## src/rtl/clk_div_prog.sv

```systemverilog
// Programmable clock divider with glitch-free divisor changes applied only at period boundaries.
// Define CLK_DIV_PROG_PERIOD_CNT_EN to add the 16-bit period_cnt output.
module clk_div_prog #(
  parameter int WIDTH       = 8,
  parameter int DEFAULT_DIV = 2
) (
  input  logic             clk_in,
  input  logic             rst,
  input  logic             en,
  input  logic             div_wr,
  input  logic [WIDTH-1:0] div_val,
  output logic             div_pending,
  output logic             clk_out,
  output logic             tick
`ifdef CLK_DIV_PROG_PERIOD_CNT_EN
  ,
  output logic [15:0]      period_cnt
`endif
);

  localparam logic [WIDTH-1:0] DEF_DIV = WIDTH'(DEFAULT_DIV);
  localparam logic [WIDTH-1:0] MIN_DIV = WIDTH'(2);
  localparam logic [WIDTH-1:0] ONE     = WIDTH'(1);

  logic [WIDTH-1:0] counter_q, counter_d;
  logic [WIDTH-1:0] div_cur_q, div_cur_d;
  logic [WIDTH-1:0] div_nxt_q, div_nxt_d;
  logic             pending_q, pending_d;
  logic             clk_out_q, clk_out_d;
  logic             tick_q, tick_d;
  logic             wrap;
  logic             wr;
  logic [WIDTH-1:0] div_clamped;

  assign div_clamped = (div_val < MIN_DIV) ? MIN_DIV : div_val;
  // Writes are ignored while disabled so that every piece of state holds.
  assign wr   = en && div_wr;
  assign wrap = en && (counter_q == div_cur_q - ONE);

  // NOTE: every always_comb output gets its hold value first, so no path infers a latch.
  always_comb begin
    counter_d = counter_q;
    div_cur_d = div_cur_q;
    div_nxt_d = div_nxt_q;
    pending_d = pending_q;
    clk_out_d = clk_out_q;
    tick_d    = wrap;

    if (en) begin
      counter_d = wrap ? '0 : counter_q + ONE;
      if (wrap) begin
        // A write landing on the wrap beats any older pending divisor.
        if (wr) begin
          div_cur_d = div_clamped;
        end else if (pending_q) begin
          div_cur_d = div_nxt_q;
        end
        pending_d = 1'b0;
      end else if (wr) begin
        div_nxt_d = div_clamped;
        pending_d = 1'b1;
      end
      clk_out_d = (counter_d < (div_cur_d >> 1));
    end
  end

  // NOTE: sequential state uses non-blocking assignments so all registers update together.
  always_ff @(posedge clk_in) begin
    if (rst) begin
      counter_q <= '0;
      div_cur_q <= DEF_DIV;
      div_nxt_q <= DEF_DIV;
      pending_q <= 1'b0;
      clk_out_q <= 1'b1;
      tick_q    <= 1'b0;
    end else begin
      counter_q <= counter_d;
      div_cur_q <= div_cur_d;
      div_nxt_q <= div_nxt_d;
      pending_q <= pending_d;
      clk_out_q <= clk_out_d;
      tick_q    <= tick_d;
    end
  end

  assign div_pending = pending_q;
  assign clk_out     = clk_out_q;
  assign tick        = tick_q;

`ifdef CLK_DIV_PROG_PERIOD_CNT_EN
  logic [15:0] period_cnt_q;

  always_ff @(posedge clk_in) begin
    if (rst) begin
      period_cnt_q <= '0;
    end else if (tick_q) begin
      period_cnt_q <= period_cnt_q + 16'd1;
    end
  end

  assign period_cnt = period_cnt_q;
`endif

endmodule

```

## config.mk

```make
export PLATFORM = sky130hd
export DESIGN_NAME = clk_div_prog
export DESIGN_NICKNAME = d
export VERILOG_FILES = /design/src/rtl/clk_div_prog.sv
export SDC_FILE = /design/constraint.sdc
export NUM_CORES = 1
export LEC_CHECK = 0
export ABC_CLOCK_PERIOD_IN_PS = 8300
export BUFFER_PORTS_ARGS = -buffer_cell sky130_fd_sc_hd__buf_2
export CORE_ASPECT_RATIO = 1.75
export CORE_MARGIN = 5
export CORE_UTILIZATION = 40
export DETAILED_ROUTE_END_ITERATION = 12
export HOLD_SLACK_MARGIN = 0.1
export PLACE_DENSITY = 0.61
export SETUP_SLACK_MARGIN = 0.02
export SYNTH_ARGS = -nofsm -noshare
export SYNTH_HDL_FRONTEND = slang
export SYNTH_SLANG_ARGS = --single-unit
```

## constraint.sdc

```tcl
create_clock -name clk_in -period 8.3 [get_ports clk_in]
set_input_delay 0.415 -clock clk_in [delete_from_list [all_inputs] [get_ports clk_in]]
set_output_delay 0.415 -clock clk_in [all_outputs]
set_load 0.03 [all_outputs]
```

==> results of run 1 <==
-- final timing paths --
| path | end | slack (ns) | depth (start not counted) |
|---|---|---|---|
| max | clk_out | 4.49 | 14 |
| min | div_nxt_q[6] | 0.38 | 3 |
| max reg2reg | clk_out | 4.49 | 14 |
| min reg2reg | div_nxt_q[7] | 0.50 | 2 |
-- cell families (layout without fill, tap and decap cells) --
group,Yosys count,count (layout)
xor+xnor,16,16
compound gates,59,59
fa+ha+maj,8,8
flops,27,27
simple gates,88,88
buf+inv,20,23
mux,9,9
-- power by group --
part | leakage (nW) | total (mW) | internal (mW) | switching [mW]
clock | 0.0255 | 0.0802 | 0.0338 | 0.0464
sequential | 0.220 | 0.153 | 0.141 | 0.0127
combinational | 0.523 | 0.123 | 0.0468 | 0.0757
total | 0.768 | 0.356 | 0.221 | 0.135
-- metal layers --
metal	track usage	up-vias	share of wire
li1	-	815	-
met1	0.1528	752	0.35
met2	0.2938	43	0.54
met3	0.02188	18	0.044
met4	0.1111	0	0.060
met5	0	-	0
-- cell usage in the layout, fill, tap and decap left out, drive strengths merged, types with 5 or more instances in the layout --
cell,Yosys,layout
a21o,9,9
nor2,28,28
nand3,12,12
a21oi,20,20
mux2i,9,9
o21ai,15,15
xnor2,6,6
a31oi,5,5
buf,6,14
dfxtp,27,27
inv,5,5
nand2,13,13
nor3,6,6
nand3b,7,7
ha,8,8
xor2,10,10
-- sequential cells by signal, summed over array words and instances, names as in the netlist --
register,count
div_cur_q,8
counter_q,8
div_pending,1
tick,1
clk_out,1
div_nxt_q,8
-- worst max-delay path: stages, from the launching register on --
cell and delay (ns):
dfxtp_1 0.36, inv_1 0.09, ha_1 0.26, or4b_1 0.48
a31oi_2 0.21, a2bb2oi_4 0.37, and2_1 0.57, a21o_1 0.21
ha_1 0.24, a21o_1 0.18, a211o_1 0.30, nor3_1 0.13
a21oi_1 0.11, a21oi_1 0.13, a21o_1 0.12
-- final cells by class --
cell class,instances,area share
repair buffers,14,0.03581
clock inverters,1,0.002558
inverters,5,0.009591
multi-input cells,180,0.6215
well taps,52,0.03325
clock buffers,3,0.02110
flip-flops and latches,27,0.2762
==> summary.md, run 1 <==
| Metric | Value |
|---|---|
| Via count | 1,628 |
| Drc violations | 0 |
| Clk buf depth | 2 |
| Die area | 6180 um2 |
| Mapped cell area | 1864 um2 |
| Dpl cell area | 1911 um2 |
| Simple-Gate Fraction of Synth Area | 0.2490 |
| Compound-gate portion of the synthesized area | 0.2262 |
| R2r startpoint | div_cur_q[0] |
| Placed cell count | 278 |
| Post-CTS Hold Buffers | 0 |
| Crit path DAT | 4.05 ns |
| Remaining global-route overflow | 0 |
| Remaining antenna violation count | 0 |
| Synth Flop Type | dfxtp_1 |
| CP endpoint kind | flop |
| I/O Pins | 15 |
| Final wirelength | 4503 um |
| Reg area | 540.5 um2 |
| Ant diodes | 0 |
| Critical path required time | 8.54 ns |
| Actual slew at the worst max-slew pin | 0.5857 ns |
| Worst-path fanout max | 15 |
| Initial antenna violation count | 0 |
| Status | finished, final reports clean |
| Initial DRC Count | 25 |
| Worst hold start | div_val[6] |
| Max-Cap Viols | 0 |
| CTS tree | done |
| Clock transition at path regs | 0.10 ns |
| GPL Wtd Cong | 0.8776 |
| Initial Util | 0.4031 |
| Fmax | 0.2627 GHz |
| Setup Crit Path Kind | flop to flop |
| Synthesis Warnings | 0 |
| Leading post-synthesis cells by cell area | dfxtp_1 29%, nor2_1 5.4%, ha_1 5.4% |
| Worst setup path startpoint | div_cur_q[0] |
| Via/cell ratio | 5.773 |
| Post-synthesis mux area share | 0.04832 |
| Final setup vio count | 0 |
| Multi-input logic area | 1216 um2 |
| Die W | 61.61 um |
| Post-layout util | 0.4232 |
| Hold Vio Cnt, Final | 0 |
| Pre-CTS WS | 4.516 ns |
| Largest net degree at the start of global routing | 28 |
| Post-cts repair resize count | 0 |
| Max Slew Vio Count | 0 |
| Total track usage | 0.1607 |
| Flops & latches, synth | 27 |
| Largest family of logic cells by synthesized area | simple AND/OR/NAND/NOR gates |
| Final Net Count | 251 |
| CTS buffer count | 3 |
| Netlist cell types | 45 |
| PnR worst setup slack | 4.493 ns |
| CTS root buf | clkbuf_8 |
| Vias in the first global route | 1,635 |
| Clock Sink Count | 27 |
| EDFF count, synth | 0 |
| Layout cells sized above 1 | 0.1217 |
| Skew final | 0.003708 ns |
| Post-synth top cells | 27 x dfxtp_1, 27 x nor2_1, 19 x a21oi_1 |
| Pleak | 0.7681 nW |
| Die Span Y | 100.3 um |
| WL per Instance | 15.97 um |
| Final instance area | 1957 um2 |
| Hold_ws | 0.3849 ns |
| Post-Synth XOR/XNOR Area | 0.07517 |
| H-Tree Depth | 1 |
| Crit start category | flop |
| Drt pass-1 iters | 4 |
| Total setup buffers inserted after CTS | 0 |
| Slew headroom | 0.6095 |
| Area fraction of the dominant cell type after synthesis | 0.2899 |
| Post-synthesis sequential area ratio | 0.2899 |
| Async set-or-reset flop fraction in the synthesized netlist | 0 |
| Setup TNS | 0 ns |
| Layout area overhead | 4.967% |
| Synth Instances | 227 |
| Final total power | 0.3562 mW |
| Final period util | 0.4586 |
| Mapped Nets | 247 |
| Post-detail-place hpwl | 3556 um |
| Non-Filler Instances | 282 |
| Synth Area in Adders | 0.05369 |
| Worst skew pair latency | 0.28 ns |
| HP Class | primary input to flop |
| RSZ-0062 raised after global routing | no |
| Port Buf Inserts | 14 |
| FILL cells | 500 |
| Core area | 4624 um2 |
| Largest area contributor in the netlist | dfxtp_1 |
| Maximum VDD drop | 116.2 uV |
| First-pass GRT wire length | 7424 um |
| Post-Syn Area per Cell | 8.213 um2 |
| Fin crit period | 3.807 ns |
| # rows | 33 |
| PD cells | 182.0 nW/um2 |
Note: power is estimated with default switching activity, not from simulation.
==> run 2, diff against run 1 <==
Settings changed: ABC_CLOCK_PERIOD_IN_PS 8300 to 3500, PLACE_DENSITY 0.61 to 0.63.
Clock period 8.3 ns to 3.5 ns, I/O delays scaled along.
==> run 2 against run 1 <==
Count of clock-buffer cells in the layout did not move. Sequential power rose by 140%. Core utilization rose by 2.2 points. Power rose by 150%. Largest cell class unchanged. Hold slack got worse by 0.24 ns. Critical endpoint unchanged. Register-to-register slack got worse by 4.3 ns. Clock power rose by 140%. Wire length rose by 6.7%. Cell area rose by 5.3%. Sequential cell count did not move.
==> summary.md, run 2 (same netlist as run 1, synthesis figures left out) <==
| Metric | Value |
|---|---|
| Initial antenna violation count | 0 (unchanged) |
| Hold Vio Cnt, Final | 0 (unchanged) |
| Most common cell after layout, fill and taps aside | nor2_1 |
| Ant diodes | 0 (unchanged) |
| Final period util | 0.9350 (+0.4764) |
| CTS root buf | clkbuf_8 |
| GPL Wtd Cong | 0.9158 (+4.4%) |
| Total setup buffers inserted after CTS | 0 (unchanged) |
| Non-Filler Instances | 293 (+3.9%) |
| Actual slew at the worst max-slew pin | 0.5323 ns (-0.05340 ns) |
| Die Span Y | 100.3 um (unchanged) |
| Final wirelength | 4803 um (+6.7%) |
| Placed cell count | 289 (+4.0%) |
| H-Tree Depth | 1 (unchanged) |
| Via/cell ratio | 5.710 (-1.1%) |
| Largest net degree at the start of global routing | 28 (unchanged) |
| CTS buffer count | 3 (unchanged) |
| Worst skew pair latency | 0.29 ns (about the same) |
| Clock transition at path regs | 0.10 ns (about the same) |
| Most frequent cells in the layout | 27 x nor2_1, 26 x dfxtp_1, 19 x a21oi_1, 15 x o21ai_0, 14 x buf_2 |
| Worst hold start | div_val[4] |
| R2R depth | 14 (unchanged) |
| Setup TNS | 0 ns (unchanged) |
| First-pass GRT wire length | 7659 um (+3.2%) |
| Final Net Count | 262 (+4.4%) |
| Post-detail-place hpwl | 3820 um (+7.4%) |
| Core area | 4624 um2 (unchanged) |
| Remaining antenna violation count | 0 (unchanged) |
| Maximum VDD drop | 291.3 uV (+150%) |
| Clk buf depth | 2 (unchanged) |
| Drc violations | 0 (unchanged) |
| Worst setup path startpoint | div_cur_q[1] |
| FILL cells | 471 (-5.8%) |
| RSZ-0062 raised after global routing | no |
| Die W | 61.61 um (unchanged) |
| Via count | 1,673 (+2.8%) |
| Crit path DAT | 3.50 ns (-0.55 ns) |
| Final setup vio count | 0 (unchanged) |
| Remaining global-route overflow | 0 (unchanged) |
| Drt pass-1 iters | 4 (unchanged) |
| Initial Util | 0.4031 (unchanged) |
| PD cells | 425.5 nW/um2 (+130%) |
| Max Slew Vio Count | 0 (unchanged) |
| Port Buf Inserts | 14 (unchanged) |
| R2r startpoint | div_cur_q[1] |
| Total track usage | 0.1659 (+0.005255) |
| Crit start category | flop |
| Max-Cap Viols | 0 (unchanged) |
| HP Class | primary input to flop |
| Setup Crit Path Kind | flop to flop |
| I/O Pins | 15 (unchanged) |
| Hold_ws | 0.1493 ns (-0.2356 ns) |
| WL per Instance | 16.39 um (+2.7%) |
| Initial DRC Count | 36 (+44%) |
| Worst-path fanout max | 8 (-7) |
| Vias in the first global route | 1,652 (+1.0%) |
| # rows | 33 (unchanged) |
| CP endpoint kind | flop |
| Status | finished, final reports clean |
| CTS tree | done |
| Pleak | 0.8277 nW (+7.8%) |
| Clock Sink Count | 27 (unchanged) |
| Post-layout util | 0.4456 (+0.02246) |
| Slew headroom | 0.6443 (+0.03474) |
| Fin crit period | 3.273 ns (-0.5342 ns) |
| Skew final | 0.01148 ns (+0.007774 ns) |
| Layout cells sized above 1 | 0.1826 (+0.06083) |
| Biggest regs | counter_q (8), div_cur_q (8), div_nxt_q (8) |
| Hold Path Stages | 3 (unchanged) |
| Die area | 6180 um2 (unchanged) |
| Critical path required time | 3.73 ns (-4.81 ns) |
| Fmax | 0.3056 GHz (+16%) |
| Layout area overhead | 10.54% |
## run 2: where the power goes
| part | total (mW) | switching [mW] | internal, mW |
|---|---|---|---|
| clock | 0.189 | 0.108 | 0.0811 |
| combinational | 0.326 | 0.194 | 0.132 |
| sequential | 0.361 | 0.0276 | 0.334 |
## run 2: per-layer routing
layer	GRT usage	vias up	wire length, um
met2	0.2978	40	2701
met1	0.1615	786	1704
li1	-	831	-
met3	0.02445	16	139
met4	0.1160	0	257
met5	0	-	0
## run 2: worst paths after layout
check / endpoint / slack [ns]
min: div_nxt_q[4] / 0.15
max reg2reg: clk_out / 0.23
max: clk_out / 0.23
min reg2reg: div_nxt_q[7] / 0.49
## run 2: stage by stage
| step | setup WS [ns] | total power [mW] | area (um2) |
|---|---|---|---|
| final | 0.2274 | 0.8768 | 2061 |
| after global routing | 0.02238 | 0.9285 | 2061 |
| after CTS | 0.06436 | 0.8781 | 2042 |
| after detailed placement | 0.09677 | 0.6879 | 1993 |
| after global placement | 0.1263 | 0.6863 | 1993 |
| after floorplan | 0.3420 | 0.6044 | 1864 |
## run 2: layout make-up
type	count	area, um2	area share
multi-input cells	180	1234	0.5987
clock inverters	1	7.507	0.003643
inverters	5	18.77	0.009107
clock buffers	3	41.29	0.02004
well taps	52	65.06	0.03157
flip-flops and latches	27	541.8	0.2629
repair buffers	25	152.6	0.07407
## run 2: timing repair
item                       in CTS  in global routing
hold buffers                    0                  0
resized for setup               0                  5
setup endpoints to repair       0                  1
## run 2: worst max-delay path, cell delays in order (launching register included)
cell,delay [ns]
dfxtp_1,0.34
inv_1,0.10
ha_2,0.23
or4b_1,0.47
a31oi_2,0.21
a2bb2oi_4,0.25
and2_1,0.22
a21o_1,0.17
ha_1,0.25
a21o_1,0.19
a211o_1,0.30
nor3_1,0.14
a21oi_1,0.11
a21oi_1,0.12
a21o_1,0.12
==> run 3, diff against run 2 <==
Settings changed: ABC_AREA set to 1.
==> run 3 against run 2 <==
Area after synthesis decreased by 5.5%. Final cell count increased by 16%. Die area decreased by 4.8%. Hold slack gained 0.0057 ns. Cell area fell by 7.2%. Critical path depth increased by 6. Critical path type unchanged.
==> summary.md, run 3 <==
| Metric | Value |
|---|---|
| Post-detail-place hpwl | 3515 um (-8.0%) |
| EDFF count, synth | 0 (unchanged) |
| Dpl cell area | 1866 um2 (-6.4%) |
| Flops & latches, synth | 27 (unchanged) |
| Post-CTS Hold Buffers | 0 (unchanged) |
| Die area | 5884 um2 (-4.8%) |
| Clock Sink Count | 27 (unchanged) |
| Post-synth top cells | 73 x nand2_1, 38 x nor2_1, 32 x inv_1 |
| Final wirelength | 4328 um (-9.9%) |
| HP Class | primary input to flop |
| Maximum VDD drop | 292.7 uV (+0.50%) |
| CTS tree | done |
| Via count | 1,714 (+2.5%) |
| Sw Ratio | 0.3286 (-0.04743) |
| FILL cells | 480 (+1.9%) |
| Ant diodes | 0 (unchanged) |
| Skew final | 0.008549 ns (-0.002932 ns) |
| Most common cell after layout, fill and taps aside | nand2_1 |
| PD cells | 362.3 nW/um2 (-15%) |
| Critical path required time | 3.69 ns (-0.04 ns) |
| Setup TNS | 0 ns (unchanged) |
| Final Net Count | 310 (+18%) |
| GPL Wtd Cong | 0.8524 (-6.9%) |
| Most frequent cells in the layout | 73 x nand2_1, 38 x nor2_1, 32 x inv_1, 27 x dfxtp_1, 22 x nand3_1 |
| Pleak | 0.8997 nW (+8.7%) |
| Netlist cell types | 23 (-49%) |
| Combinational power share | 0.234 (-0.138) |
| Area fraction of the dominant cell type after synthesis | 0.3068 (+0.01689) |
| RSZ-0062 raised after global routing | no |
| Final instance area | 1912 um2 (-7.2%) |
| Biggest regs | counter_q (8), div_cur_q (8), div_nxt_q (8) |
| Synthesis Warnings | 0 (unchanged) |
| Max Slew Vio Count | 0 (unchanged) |
| Async set-or-reset flop fraction in the synthesized netlist | 0 (unchanged) |
| Layout cells sized above 1 | 0.1107 (-0.07185) |
| Die Span Y | 97.79 um (-2.5%) |
| Worst skew pair latency | 0.28 ns (about the same) |
| Setup Crit Path Kind | flop to flop |
| Clk buf depth | 2 (unchanged) |
| Vias in the first global route | 1,517 (-8.2%) |
| Layout area overhead | 8.522% |
| Largest area contributor in the netlist | dfxtp_1 |
| Clock transition at path regs | 0.10 ns (about the same) |
| Most common cell in the netlist | nand2_1 |
| CP endpoint kind | flop |
| Switching pwr | 0.2276 mW (-31%) |
| Remaining antenna violation count | 0 (unchanged) |
| Crit path DAT | 2.70 ns (-0.80 ns) |
| Synth Instances | 277 (+22%) |
| Leading post-synthesis cells by cell area | dfxtp_1 31%, nand2_1 16%, nor2_1 8.1% |
| H-Tree Depth | 1 (unchanged) |
| Crit start category | flop |
| Mapped cell area | 1762 um2 (-5.5%) |
| CTS buffer count | 3 (unchanged) |
| Initial antenna violation count | 0 (unchanged) |
| Die W | 60.17 um (-2.3%) |
| Final total power | 0.6926 mW (-21%) |
| Fmax | 0.3984 GHz (+30%) |
| Post-Syn Area per Cell | 6.360 um2 (-23%) |
| Clock network fraction of total power | 0.267 (+0.051) |
| # rows | 32 (-3.0%) |
| CTS root buf | clkbuf_8 |
| Slew headroom | 0.6635 (+0.01924) |
| Actual slew at the worst max-slew pin | 0.5035 ns (-0.02879 ns) |
| Port Buf Inserts | 14 (unchanged) |
| Pint | 0.4650 mW (-15%) |
| Mapped Nets | 297 (+20%) |
| Sequential share of power | 0.499 (+0.087) |
| Total track usage | 0.1612 (-0.004709) |
| Hold Vio Cnt, Final | 0 (unchanged) |
| Core area | 4324 um2 (-6.5%) |
| I/O Pins | 15 (unchanged) |
| Max-Cap Viols | 0 (unchanged) |
| Final period util | 0.7171 (-0.2179) |
| Initial DRC Count | 69 (+92%) |
| Post-synthesis sequential area ratio | 0.3068 (+0.01689) |
| Largest net degree at the start of global routing | 22 (-21%) |
| Fin crit period | 2.510 ns (-0.7628 ns) |
| Total setup buffers inserted after CTS | 0 (unchanged) |
| Worst-path fanout max | 18 (+10) |
| WL per Instance | 12.73 um (-22%) |
| Synth Flop Type | dfxtp_1 |
| Via/cell ratio | 5.041 (-12%) |
| First-pass GRT wire length | 7210 um (-5.9%) |
| Remaining global-route overflow | 0 (unchanged) |
| Initial Util | 0.4074 (+0.004269) |
| Status | finished, final reports clean |
| Drc violations | 0 (unchanged) |
| Drt pass-1 iters | 4 (unchanged) |
| Post-cts repair resize count | 0 (unchanged) |
| Final setup vio count | 0 (unchanged) |
## run 3: layer usage
layer / part of all wire / up-vias / GRT usage
li1: - / 920 / -
met1: 0.39 / 762 / 0.1854
met2: 0.55 / 23 / 0.2858
met3: 0.027 / 9 / 0.01587
met4: 0.032 / 0 / 0.07167
met5: 0 / - / 0
## run 3: worst paths after layout
path	startpoint	end	slack, ns	cells past startpoint
max	div_cur_q[0]	clk_out	0.99	20
min	div_val[4]	div_nxt_q[4]	0.16	3
max reg2reg	div_cur_q[0]	clk_out	0.99	20
min reg2reg	div_nxt_q[7]	div_nxt_q[7]	0.46	2
## run 3: area by class of cell
type	instances	area (um2)	share of cell area
multi-input cells	206	1044	0.5458
clock buffers	3	41.29	0.02160
flip-flops and latches	27	540.5	0.2827
repair buffers	14	70.07	0.03665
clock inverters	1	5.005	0.002618
inverters	38	147.6	0.07723
well taps	51	63.81	0.03338
## run 3: critical path: stages, from the launching register on
cell,delay (ns)
dfxtp_1,0.35
inv_2,0.07
ha_1,0.30
inv_1,0.04
nand2_1,0.05
nand2_1,0.04
nor2_1,0.08
nand2_1,0.05
nor2_1,0.11
nand2_1,0.08
nor2_2,0.12
nand3_4,0.14
clkinv_4,0.15
o21ai_1,0.09
ha_1,0.30
inv_1,0.05
nor2_2,0.10
and3_1,0.15
nand2_1,0.05
nand2_1,0.05
nand2_1,0.04
## run 3: cells by family after synthesis
family,synth area share
compound gates,0.1612
xor+xnor,0.02983
fa+ha+maj,0.05682
buf+inv,0.1009
flops,0.3068
simple gates,0.3445
## run 3: through the flow
step                      hold slack (ns)  worst slack, ns  cells  utilization
after global placement             0.4431            1.022    336       0.4314
after CTS                          0.1498           0.9688    340       0.4421
after global routing               0.1556           0.7244    340       0.4421
after detailed placement           0.4479           0.9820    336       0.4314
after floorplan                    0.3221            1.097    277            -
final                              0.1551           0.9902    340       0.4421
## run 3: power by group through the flow
stage	registers (mW)	logic, mW	clock network, mW
5_1_grt	0.349	0.188	0.209
3_5_place_dp	0.353	0.165	0
3_3_place_gp	0.353	0.163	0
4_1_cts	0.346	0.165	0.188
6_report	0.346	0.162	0.185
2_1_floorplan	0.350	0.122	0
